[config.mk]
export PLATFORM = sky130hd
export DESIGN_NAME = sp_stream_tx
export DESIGN_NICKNAME = d
export VERILOG_FILES = /design/src/rtl/sp_tx_pkg.sv /design/src/rtl/sp_tx_channel.sv /design/src/rtl/sp_stream_tx.sv
export SDC_FILE = /design/constraint.sdc
export NUM_CORES = 1
export LEC_CHECK = 0
export ABC_AREA = 1
export ABC_CLOCK_PERIOD_IN_PS = 1900
export CAP_MARGIN = 20
export CORE_UTILIZATION = 46
export CTS_BUF_LIST = sky130_fd_sc_hd__clkbuf_8 sky130_fd_sc_hd__clkbuf_16
export CTS_CLUSTER_DIAMETER = 30
export CTS_CLUSTER_SIZE = 30
export DETAILED_ROUTE_END_ITERATION = 8
export HOLD_SLACK_MARGIN = 0.15
export PLACE_DENSITY_LB_ADDON = 0.12
export SYNTH_ARGS = -nofsm -noshare
export SYNTH_HDL_FRONTEND = slang
export SYNTH_SLANG_ARGS = --single-unit
[constraint.sdc]
create_clock -name clk -period 1.9 [get_ports clk]
set_input_delay 0.38 -clock clk [delete_from_list [all_inputs] [get_ports clk]]
set_output_delay 0.38 -clock clk [all_outputs]
set_load 0.01 [all_outputs]
[src/rtl/sp_tx_pkg.sv]
// -----------------------------------------------------------------------------
// sp_tx_pkg
// Shared definitions for the scratchpad stream transmitter (sp_stream_tx).
//   ch_state_e   - per-channel FSM state encoding
//   GROUP_DIN    - din words per acknowledged group (SP_TX_ACK_EN builds)
//   GROUP_WT     - weight words per acknowledged group (SP_TX_ACK_EN builds)
//   DEFAULT_HOLD - default strobe-high cycles per word
//   DEFAULT_GAP  - default strobe-low cycles after each word
//   cnt_width()  - width of the HOLD/GAP phase counter
// -----------------------------------------------------------------------------
package sp_tx_pkg;

  // Explicit encodings keep the state values stable for anyone probing the
  // design from older tools or waveform scripts.
  typedef enum logic [2:0] {
    CH_IDLE    = 3'd0,
    CH_FETCH   = 3'd1,
    CH_WAIT    = 3'd2,
    CH_SETUP   = 3'd3,
    CH_HIGH    = 3'd4,
    CH_LOW     = 3'd5,
    CH_ACKWAIT = 3'd6
  } ch_state_e;

  localparam int GROUP_DIN    = 4;
  localparam int GROUP_WT     = 16;
  localparam int DEFAULT_HOLD = 2;
  localparam int DEFAULT_GAP  = 2;

  // The phase counter is loaded with HOLD-1 or GAP-1 and counts down to zero,
  // so it must represent max(HOLD,GAP)-1.
  function automatic int cnt_width(input int hold, input int gap);
    int m;
    m = (hold > gap) ? hold : gap;
    return (m <= 2) ? 1 : $clog2(m);
  endfunction

endpackage

[src/rtl/sp_tx_channel.sv]
// -----------------------------------------------------------------------------
// sp_tx_channel
// One transmit channel: walks a block of scratchpad words, fetching each one
// through the shared read port and presenting it with a HOLD-cycle strobe
// followed by a GAP-cycle quiet period.
//
// Optional feature: define SP_TX_ACK_EN to stall after every complete group of
// GROUP words until ack_i toggles relative to the value last sampled.
//
// Ports:
//   clk, reset  - clock, synchronous active-high reset
//   start_i     - command accepted this cycle (loads base/len)
//   base_i      - first word address
//   len_i       - word count (0 = channel stays idle)
//   grant_i     - arbiter grant for this channel's request
//   rdata_i     - scratchpad read data (valid the cycle after the grant)
//   ack_i       - group-complete toggle from the controller
//   req_o       - read request (channel in FETCH)
//   addr_o      - read address of the current word
//   data_o      - registered word presented to the controller
//   strobe_o    - word strobe
//   busy_o      - channel not idle
//   idle_next_o - channel will be idle next cycle
// -----------------------------------------------------------------------------
module sp_tx_channel
  import sp_tx_pkg::*;
#(
  parameter int ADDR_W = 10,
  parameter int LEN_W  = 8,
  parameter int HOLD   = DEFAULT_HOLD,
  parameter int GAP    = DEFAULT_GAP,
  parameter int GROUP  = GROUP_DIN
) (
  input  logic              clk,
  input  logic              reset,
  input  logic              start_i,
  input  logic [ADDR_W-1:0] base_i,
  input  logic [LEN_W-1:0]  len_i,
  input  logic              grant_i,
  input  logic [63:0]       rdata_i,
  input  logic              ack_i,
  output logic              req_o,
  output logic [ADDR_W-1:0] addr_o,
  output logic [63:0]       data_o,
  output logic              strobe_o,
  output logic              busy_o,
  output logic              idle_next_o
);

  localparam int CNT_W = cnt_width(HOLD, GAP);

  ch_state_e         state_q, state_d;
  logic [ADDR_W-1:0] addr_q, addr_d;   // address of the next word to fetch
  logic [LEN_W-1:0]  rem_q, rem_d;     // words not yet fetched
  logic [CNT_W-1:0]  cnt_q, cnt_d;     // cycles left in HIGH/LOW
  logic [63:0]       data_q, data_d;

`ifdef SP_TX_ACK_EN
  localparam int GROUP_W = (GROUP > 2) ? $clog2(GROUP) : 1;

  logic [GROUP_W-1:0] grp_q, grp_d;    // completed words within current group
  logic               ack_ref_q, ack_ref_d;
`else
  localparam int unused_group = GROUP;
  logic unused_ack;
  assign unused_ack = ack_i;
`endif

  always_comb begin
    // NOTE: every variable gets a default before the case so no path leaves it
    // unassigned; otherwise synthesis infers a latch.
    state_d = state_q;
    addr_d  = addr_q;
    rem_d   = rem_q;
    cnt_d   = cnt_q;
    data_d  = data_q;
`ifdef SP_TX_ACK_EN
    grp_d     = grp_q;
    ack_ref_d = ack_ref_q;
`endif

    unique case (state_q)
      CH_IDLE: begin
        if (start_i) begin
`ifdef SP_TX_ACK_EN
          // Reference level for the toggle handshake is taken at acceptance.
          ack_ref_d = ack_i;
          grp_d     = '0;
`endif
          if (len_i != '0) begin
            state_d = CH_FETCH;
            addr_d  = base_i;
            rem_d   = len_i;
          end
        end
      end

      // Request is held until the arbiter grants it.
      CH_FETCH: begin
        if (grant_i) state_d = CH_WAIT;
      end

      // Read data arrives this cycle; capture it and advance to the next word.
      // The address wraps naturally at 2^ADDR_W.
      CH_WAIT: begin
        data_d  = rdata_i;
        addr_d  = addr_q + ADDR_W'(1);
        rem_d   = rem_q - LEN_W'(1);
        state_d = CH_SETUP;
      end

      // Data is stable on the output one cycle before the strobe rises.
      CH_SETUP: begin
        state_d = CH_HIGH;
        cnt_d   = CNT_W'(HOLD - 1);
      end

      CH_HIGH: begin
        if (cnt_q == '0) begin
          state_d = CH_LOW;
          cnt_d   = CNT_W'(GAP - 1);
        end else begin
          cnt_d = cnt_q - CNT_W'(1);
        end
      end

      CH_LOW: begin
        if (cnt_q != '0) begin
          cnt_d = cnt_q - CNT_W'(1);
        end else if (rem_q == '0) begin
          // Last word of the block never waits for an acknowledge.
          state_d = CH_IDLE;
        end else begin
`ifdef SP_TX_ACK_EN
          if (grp_q == GROUP_W'(GROUP - 1)) begin
            grp_d   = '0;
            state_d = CH_ACKWAIT;
          end else begin
            grp_d   = grp_q + GROUP_W'(1);
            state_d = CH_FETCH;
          end
`else
          state_d = CH_FETCH;
`endif
        end
      end

`ifdef SP_TX_ACK_EN
      // Controller signals group consumption by toggling its flag.
      CH_ACKWAIT: begin
        if (ack_i != ack_ref_q) begin
          ack_ref_d = ack_i;
          state_d   = CH_FETCH;
        end
      end
`endif

      default: state_d = CH_IDLE;
    endcase
  end

  // NOTE: state registers use non-blocking assignments so every flop samples
  // the pre-edge values regardless of statement order.
  always_ff @(posedge clk) begin
    if (reset) begin
      state_q <= CH_IDLE;
      addr_q  <= '0;
      rem_q   <= '0;
      cnt_q   <= '0;
      // NOTE: the data register is reset as well because it drives a module
      // output whose post-reset value is defined as zero.
      data_q  <= '0;
    end else begin
      state_q <= state_d;
      addr_q  <= addr_d;
      rem_q   <= rem_d;
      cnt_q   <= cnt_d;
      data_q  <= data_d;
    end
  end

`ifdef SP_TX_ACK_EN
  always_ff @(posedge clk) begin
    if (reset) begin
      grp_q     <= '0;
      ack_ref_q <= 1'b0;
    end else begin
      grp_q     <= grp_d;
      ack_ref_q <= ack_ref_d;
    end
  end
`endif

  assign req_o       = (state_q == CH_FETCH);
  assign addr_o      = addr_q;
  assign data_o      = data_q;
  assign strobe_o    = (state_q == CH_HIGH);
  assign busy_o      = (state_q != CH_IDLE);
  assign idle_next_o = (state_d == CH_IDLE);

endmodule

[src/rtl/sp_stream_tx.sv]
// -----------------------------------------------------------------------------
// sp_stream_tx
// Scratchpad-side transmitter for the systolic array input controller. A tile
// command names a block of activation (din) words and a block of weight
// words; both are fetched through one shared scratchpad read port and handed
// over one 64-bit word at a time, each marked by a strobe pulse.
//
// Optional feature: define SP_TX_ACK_EN to make each channel pause after every
// complete group (4 din / 16 weight words) until the matching isNew* input
// toggles. Without it the isNew* inputs are ignored.
//
// Ports:
//   clk, reset        - clock, synchronous active-high reset
//   cmd_valid/ready   - command handshake (ready only while fully idle)
//   cmd_din_base/len  - din block address and word count
//   cmd_wt_base/len   - weight block address and word count
//   mem_req/addr      - shared scratchpad read request
//   mem_rdata         - read data, one cycle after mem_req
//   sp_din_out/load   - din word and strobe
//   sp_wt_out/load2   - weight word and strobe
//   isNewDin/WtIn     - group-complete toggles from the controller
//   busy              - any channel active
//   done              - one-cycle pulse when the command completes
// -----------------------------------------------------------------------------
module sp_stream_tx
  import sp_tx_pkg::*;
#(
  parameter int ADDR_W = 10,
  parameter int LEN_W  = 8,
  parameter int HOLD   = DEFAULT_HOLD,
  parameter int GAP    = DEFAULT_GAP
) (
  input  logic              clk,
  input  logic              reset,
  input  logic              cmd_valid,
  output logic              cmd_ready,
  input  logic [ADDR_W-1:0] cmd_din_base,
  input  logic [LEN_W-1:0]  cmd_din_len,
  input  logic [ADDR_W-1:0] cmd_wt_base,
  input  logic [LEN_W-1:0]  cmd_wt_len,
  output logic              mem_req,
  output logic [ADDR_W-1:0] mem_addr,
  input  logic [63:0]       mem_rdata,
  output logic [63:0]       sp_din_out,
  output logic              sp_load,
  output logic [63:0]       sp_wt_out,
  output logic              sp_load2,
  input  logic              isNewDin,
  input  logic              isNewWtin,
  output logic              busy,
  output logic              done
);

  logic              accept;
  logic              din_req, wt_req;
  logic              din_gnt, wt_gnt;
  logic [ADDR_W-1:0] din_addr, wt_addr;
  logic              din_busy, wt_busy;
  logic              din_idle_next, wt_idle_next;
  logic              din_ack, wt_ack;
  logic              din_prio_q;      // 1: din wins the next conflict
  logic              done_q;

  assign accept = cmd_valid & cmd_ready;

`ifdef SP_TX_ACK_EN
  assign din_ack = isNewDin;
  assign wt_ack  = isNewWtin;
`else
  logic unused_isnew;
  assign unused_isnew = isNewDin ^ isNewWtin;
  assign din_ack      = 1'b0;
  assign wt_ack       = 1'b0;
`endif

  sp_tx_channel #(
    .ADDR_W (ADDR_W),
    .LEN_W  (LEN_W),
    .HOLD   (HOLD),
    .GAP    (GAP),
    .GROUP  (GROUP_DIN)
  ) u_din (
    .clk         (clk),
    .reset       (reset),
    .start_i     (accept),
    .base_i      (cmd_din_base),
    .len_i       (cmd_din_len),
    .grant_i     (din_gnt),
    .rdata_i     (mem_rdata),
    .ack_i       (din_ack),
    .req_o       (din_req),
    .addr_o      (din_addr),
    .data_o      (sp_din_out),
    .strobe_o    (sp_load),
    .busy_o      (din_busy),
    .idle_next_o (din_idle_next)
  );

  sp_tx_channel #(
    .ADDR_W (ADDR_W),
    .LEN_W  (LEN_W),
    .HOLD   (HOLD),
    .GAP    (GAP),
    .GROUP  (GROUP_WT)
  ) u_wt (
    .clk         (clk),
    .reset       (reset),
    .start_i     (accept),
    .base_i      (cmd_wt_base),
    .len_i       (cmd_wt_len),
    .grant_i     (wt_gnt),
    .rdata_i     (mem_rdata),
    .ack_i       (wt_ack),
    .req_o       (wt_req),
    .addr_o      (wt_addr),
    .data_o      (sp_wt_out),
    .strobe_o    (sp_load2),
    .busy_o      (wt_busy),
    .idle_next_o (wt_idle_next)
  );

  // Round-robin between two requesters: a lone request is always granted, a
  // conflict goes to whichever channel was not granted most recently.
  assign din_gnt = din_req & (~wt_req | din_prio_q);
  assign wt_gnt  = wt_req & ~din_gnt;

  assign mem_req  = din_req | wt_req;
  assign mem_addr = din_gnt ? din_addr :
                    wt_gnt  ? wt_addr  : '0;

  always_ff @(posedge clk) begin
    if (reset) begin
      din_prio_q <= 1'b1;
    end else if (din_gnt) begin
      din_prio_q <= 1'b0;
    end else if (wt_gnt) begin
      din_prio_q <= 1'b1;
    end
  end

  // done marks the first fully idle cycle after a command: either the cycle
  // after an empty command is accepted, or the cycle after the last active
  // channel leaves its final LOW/ACKWAIT state.
  always_ff @(posedge clk) begin
    if (reset) begin
      done_q <= 1'b0;
    end else begin
      done_q <= (accept && cmd_din_len == '0 && cmd_wt_len == '0) ||
                ((din_busy | wt_busy) && din_idle_next && wt_idle_next);
    end
  end

  assign busy      = din_busy | wt_busy;
  assign cmd_ready = ~busy;
  assign done      = done_q;

endmodule

==> results of run 1 <==
## synth_stat cells (7+ instances only)
master	number	share of area, %
sky130_fd_sc_hd__a21oi_1	100	6.9
sky130_fd_sc_hd__a31oi_1	10	0.86
sky130_fd_sc_hd__buf_2	20	1.4
sky130_fd_sc_hd__clkbuf_1	33	1.7
sky130_fd_sc_hd__dfxtp_1	174	48
sky130_fd_sc_hd__inv_1	58	3.0
sky130_fd_sc_hd__nand2_1	240	12
sky130_fd_sc_hd__nand3_1	38	2.6
sky130_fd_sc_hd__nor2_1	179	9.2
sky130_fd_sc_hd__nor3_1	8	0.55
sky130_fd_sc_hd__o21ai_0	99	6.8
sky130_fd_sc_hd__o22ai_1	7	0.60
## power breakdown
part           internal, mW  switching, mW
Combinational          3.57           4.47
Clock                  2.05           1.44
Sequential             4.83          0.766
## area by class of cell
cell class	instances	area (um^2)
multi-input cells	726	3412
well taps	211	264.0
flip-flops and latches	174	3488
clock inverters	12	132.6
repair buffers	294	2829
clock buffers	20	466.7
inverters	63	249.0
fillers	1270	4473
## cell families (layout without fill, tap and decap cells)
family	count (synthesis)	after routing
AND/OR/NAND/NOR	487	488
AO/OA/AOI/OAI	228	228
flip-flops	174	174
buffers and inverters	124	389
adder cells (fa/ha/maj)	5	5
XOR/XNOR	4	4
multiplexers	1	1
## what timing repair did
| action | CTS | global route |
|---|---|---|
| gates cloned | 1 | 0 |
| setup endpoints to repair | 15 | 14 |
| buffers inserted | 5 | 1 |
| resized for setup | 78 | 17 |
| pin swaps | 6 | 8 |
## metrics by stage
stage               worst slack (ns)  cell area (um^2)  utilization (%)  hold slack, ns
CTS                          -0.1031             10800            70.52          0.3086
global route                 -0.1755             10840            70.79          0.3203
detailed placement          -0.06347             10100            65.94          0.4558
global placement            -0.05598             10100            65.94          0.4511
floorplan                     0.3664              7291                -          0.4480
finish                       -0.1192             10840            70.79          0.3198
## layer usage
layer	share of wire, %	up-vias	routed length (um)	global-route usage, %
li1	-	3823	-	-
met1	42	3426	9510	32.48
met2	47	278	10510	46.13
met3	8.9	32	2014	10.64
met4	2.4	0	544	9.758
met5	0	-	0	0
## flip-flops by register name, indices dropped and copies added (netlist names)
name           cells
din_prio_q         1
u_din.addr_o      10
u_wt.addr_o       10
u_wt.state_q       3
u_din.state_q      3
done               1
u_din.cnt_q        1
u_din.data_o      64
u_wt.data_o       64
u_wt.cnt_q         1
u_din.rem_q        8
u_wt.rem_q         8
## worst max-delay path, delay by kind of cell (launching register included)
kind	cells	cell delay, ns
and+or+nand+nor	2	0.23
DFF	1	0.34
buffers and inverters	3	0.42
AOI/OAI and AO/OA	2	0.23
## path summary, 6_finish.rpt
kind | startpoint | to | slack [ns] | cells past startpoint
setup / recovery | u_din.state_q[2]$_SDFF_PP0_ | mem_addr[0] | -0.12 | 7
hold reg to reg | u_din.data_o[2]$_SDFFE_PP0P_ | u_din.data_o[2]$_SDFFE_PP0P_ | 0.46 | 2
hold / removal | reset | u_din.data_o[34]$_SDFFE_PP0P_ | 0.32 | 2
setup reg to reg | u_din.state_q[2]$_SDFF_PP0_ | u_din.addr_o[5]$_SDFFE_PP0P_ | 0.12 | 8
==> report_table.html, run 1 <==
<table>
<tr><th>Metric</th><th>Value</th></tr>
<tr><th colspan="2">Synthesis</th></tr>
<tr><td>Post-synthesis mux area share</td><td>0.1373%</td></tr>
<tr><td>Number of flip-flops and latches in the synthesized netlist</td><td>174</td></tr>
<tr><td>Synth Net Count</td><td>1,133</td></tr>
<tr><td>Mapped Area</td><td>7291 um^2</td></tr>
<tr><td>Proportion of synthesized chip area in sequential cells</td><td>47.78%</td></tr>
<tr><td>Post-synthesis share of cell area spent on and, or, nand and nor gates</td><td>27.24%</td></tr>
<tr><td>Dominant combinational cell family by area after synthesis</td><td>simple AND/OR/NAND/NOR gates</td></tr>
<tr><td>Primary flip-flop cell chosen by synthesis mapping</td><td>sky130_fd_sc_hd__dfxtp_1</td></tr>
<tr><td>Xor/xnor share of the synthesized area</td><td>0.4805%</td></tr>
<tr><td>Adder-cell share of the synthesized area</td><td>0.8581%</td></tr>
<tr><td>Number of library cell types mapped by synthesis</td><td>33</td></tr>
<tr><td>Syn Area/Cell</td><td>7.127 um^2</td></tr>
<tr><td>Compound-gate portion of the synthesized area</td><td>16.27%</td></tr>
<tr><td>Post-synth EDFFs</td><td>0</td></tr>
<tr><td>Number of cells produced by synthesis</td><td>1,023</td></tr>
<tr><td>Async SR Flop Fraction</td><td>0%</td></tr>
<tr><td>Total of warnings raised by yosys</td><td>0</td></tr>
<tr><th colspan="2">Global route</th></tr>
<tr><td>Antenna violations before repair</td><td>0</td></tr>
<tr><td>Wire length of the first global-routing pass</td><td>35,470 um</td></tr>
<tr><td>Vias in the first global route</td><td>7,089</td></tr>
<tr><td>Largest net degree at the start of global routing</td><td>66</td></tr>
<tr><td>Total global routing track utilization</td><td>27.71%</td></tr>
<tr><td>Remaining global-route overflow</td><td>0</td></tr>
<tr><th colspan="2">Die</th></tr>
<tr><td>Io pins</td><td>249</td></tr>
<tr><td>Standard-cell row count</td><td>45</td></tr>
<tr><td>Area enclosed by the die boundary</td><td>16,360 um^2</td></tr>
<tr><td>Die Y-Extent</td><td>127.9 um</td></tr>
<tr><td>Core outline area</td><td>15,310 um^2</td></tr>
<tr><td>Width of the die</td><td>127.9 um</td></tr>
<tr><td>Initial core utilization</td><td>47.61%</td></tr>
<tr><th colspan="2">Finish</th></tr>
<tr><td>Final Instance Count excl. Fillers</td><td>1,500</td></tr>
<tr><td>Total inserted antenna cells</td><td>0</td></tr>
<tr><td>Layout cell share with drive strength beyond 1</td><td>11.09%</td></tr>
<tr><td>Most frequent standard cell in the layout excluding fill and tap cells</td><td>sky130_fd_sc_hd__nand2_1</td></tr>
<tr><td>Net count of the finished layout</td><td>1,386</td></tr>
<tr><td>Signed area change from the synthesized netlist to the final layout</td><td>48.70%</td></tr>
<tr><td>Highest-count cells in the layout ignoring fill and taps</td><td>sky130_fd_sc_hd__nand2_1 (234), sky130_fd_sc_hd__clkdlybuf4s50_1 (230), sky130_fd_sc_hd__nor2_1 (175), sky130_fd_sc_hd__dfxtp_1 (170), sky130_fd_sc_hd__a21oi_1 (100)</td></tr>
<tr><th colspan="2">Placed design</th></tr>
<tr><td>Placer's final routability congestion estimate</td><td>0.9070</td></tr>
<tr><td>Count of input and output buffers</td><td>246</td></tr>
<tr><td>HPWL reported at the end of detailed placement</td><td>15,280 um</td></tr>
<tr><td>Placed cell count</td><td>1,461</td></tr>
<tr><th colspan="2">Drt</th></tr>
<tr><td>Vias</td><td>7,559</td></tr>
<tr><td>Iteration count of the initial detailed-routing pass</td><td>5</td></tr>
<tr><td>WL/cell</td><td>15.05 um</td></tr>
<tr><td>DR DRC count</td><td>0</td></tr>
<tr><td>Via count normalized by instance count</td><td>5.039</td></tr>
<tr><td>DRT Wirelength</td><td>22,580 um</td></tr>
<tr><td>Initial DRC Count</td><td>485</td></tr>
<tr><td>Antenna Violating Nets Remaining</td><td>0</td></tr>
<tr><th colspan="2">Timing</th></tr>
<tr><td>Setup WS post-layout</td><td>-0.1192 ns</td></tr>
<tr><td>Max Clock Freq</td><td>495.3 MHz</td></tr>
<tr><td>Setup repair after global routing missed its margin</td><td>yes</td></tr>
<tr><td>Measured slew at the worst slew-check pin</td><td>0.4089 ns</td></tr>
<tr><td>Finish-stage setup viols</td><td>9</td></tr>
<tr><td>Hold Fails Final Rpt</td><td>0</td></tr>
<tr><td>Final critical-path required period</td><td>2.019 ns</td></tr>
<tr><td>Maximum clock skew at final layout</td><td>0.008616 ns</td></tr>
<tr><td>Slew margin rel.</td><td>72.74%</td></tr>
<tr><td>Max-slew violations</td><td>0</td></tr>
<tr><td>Setup TNS</td><td>-0.4531 ns</td></tr>
<tr><td>Crit share post-route</td><td>106.3%</td></tr>
<tr><th colspan="2">Clock network</th></tr>
<tr><td>Hold-fix buffers at CTS</td><td>0</td></tr>
<tr><td>Number of CTS-inserted buffers</td><td>17</td></tr>
<tr><td>Source-to-sink clock delay at the later pin of the worst-skew pair</td><td>0.42 ns</td></tr>
<tr><td>Maximum level of the CTS H-tree</td><td>4</td></tr>
<tr><td>Clock sinks</td><td>174</td></tr>
<tr><td>Clock slew at the register clock pins of the worst setup and hold paths</td><td>0.07 ns</td></tr>
<tr><td>Clock tree from TritonCTS</td><td>built</td></tr>
<tr><td>Maximum clock insertion buffer count</td><td>2</td></tr>
<tr><td>Library cell used as clock root buffer</td><td>sky130_fd_sc_hd__clkbuf_16</td></tr>
<tr><th colspan="2">Power and ir drop</th></tr>
<tr><td>Cell leakage power</td><td>4.232 nW</td></tr>
<tr><td>Peak supply drop</td><td>0.0009027 V</td></tr>
<tr><td>Total chip power</td><td>17.13 mW</td></tr>
<tr><td>Total power density per cell area</td><td>1580 nW/um^2</td></tr>
<tr><th colspan="2">Worst setup path</th></tr>
<tr><td>Crit path max-delay cell type</td><td>sky130_fd_sc_hd__dfxtp_2</td></tr>
<tr><td>Most common cell type on the critical path</td><td>sky130_fd_sc_hd__buf_6</td></tr>
<tr><td>Classification of the worst setup path</td><td>flip-flop to primary output</td></tr>
<tr><td>Critical path cell sequence</td><td>nor2_4, nand2_4, buf_6, o21ai_4, buf_6, o22ai_4, buf_2</td></tr>
<tr><td>Critical path data arrival time</td><td>1.64 ns</td></tr>
<tr><td>Largest stage delay, worst path</td><td>0.34 ns</td></tr>
<tr><td>Crit start category</td><td>flip-flop</td></tr>
<tr><td>CP Capture Type</td><td>primary output</td></tr>
<tr><td>Largest fanout on the critical path</td><td>4</td></tr>
<tr><td>Data required time at the worst endpoint</td><td>1.52 ns</td></tr>
<tr><th colspan="2">Job</th></tr>
<tr><td>Max capacitance violation total</td><td>0</td></tr>
<tr><th colspan="2">Status</th></tr>
<tr><td>Violations in the final reports</td><td>setup timing</td></tr>
<tr><td>Outcome</td><td>finished, violations left</td></tr>
<tr><th colspan="2">Worst hold path</th></tr>
<tr><td>Worst min path class</td><td>input pin to flip-flop</td></tr>
</table>
(Power assumes the default switching activity.)
==> inputs of run 2 (changes only) <==
--- a/config.mk
+++ b/config.mk
@@ -7,7 +7,6 @@
 export LEC_CHECK = 0
 export ABC_AREA = 1
 export ABC_CLOCK_PERIOD_IN_PS = 1900
-export CAP_MARGIN = 20
 export CORE_UTILIZATION = 46
 export CTS_BUF_LIST = sky130_fd_sc_hd__clkbuf_8 sky130_fd_sc_hd__clkbuf_16
 export CTS_CLUSTER_DIAMETER = 30
==> results of run 2 <==
No change in the layout: final DEF, timing and power equal those of run 1.
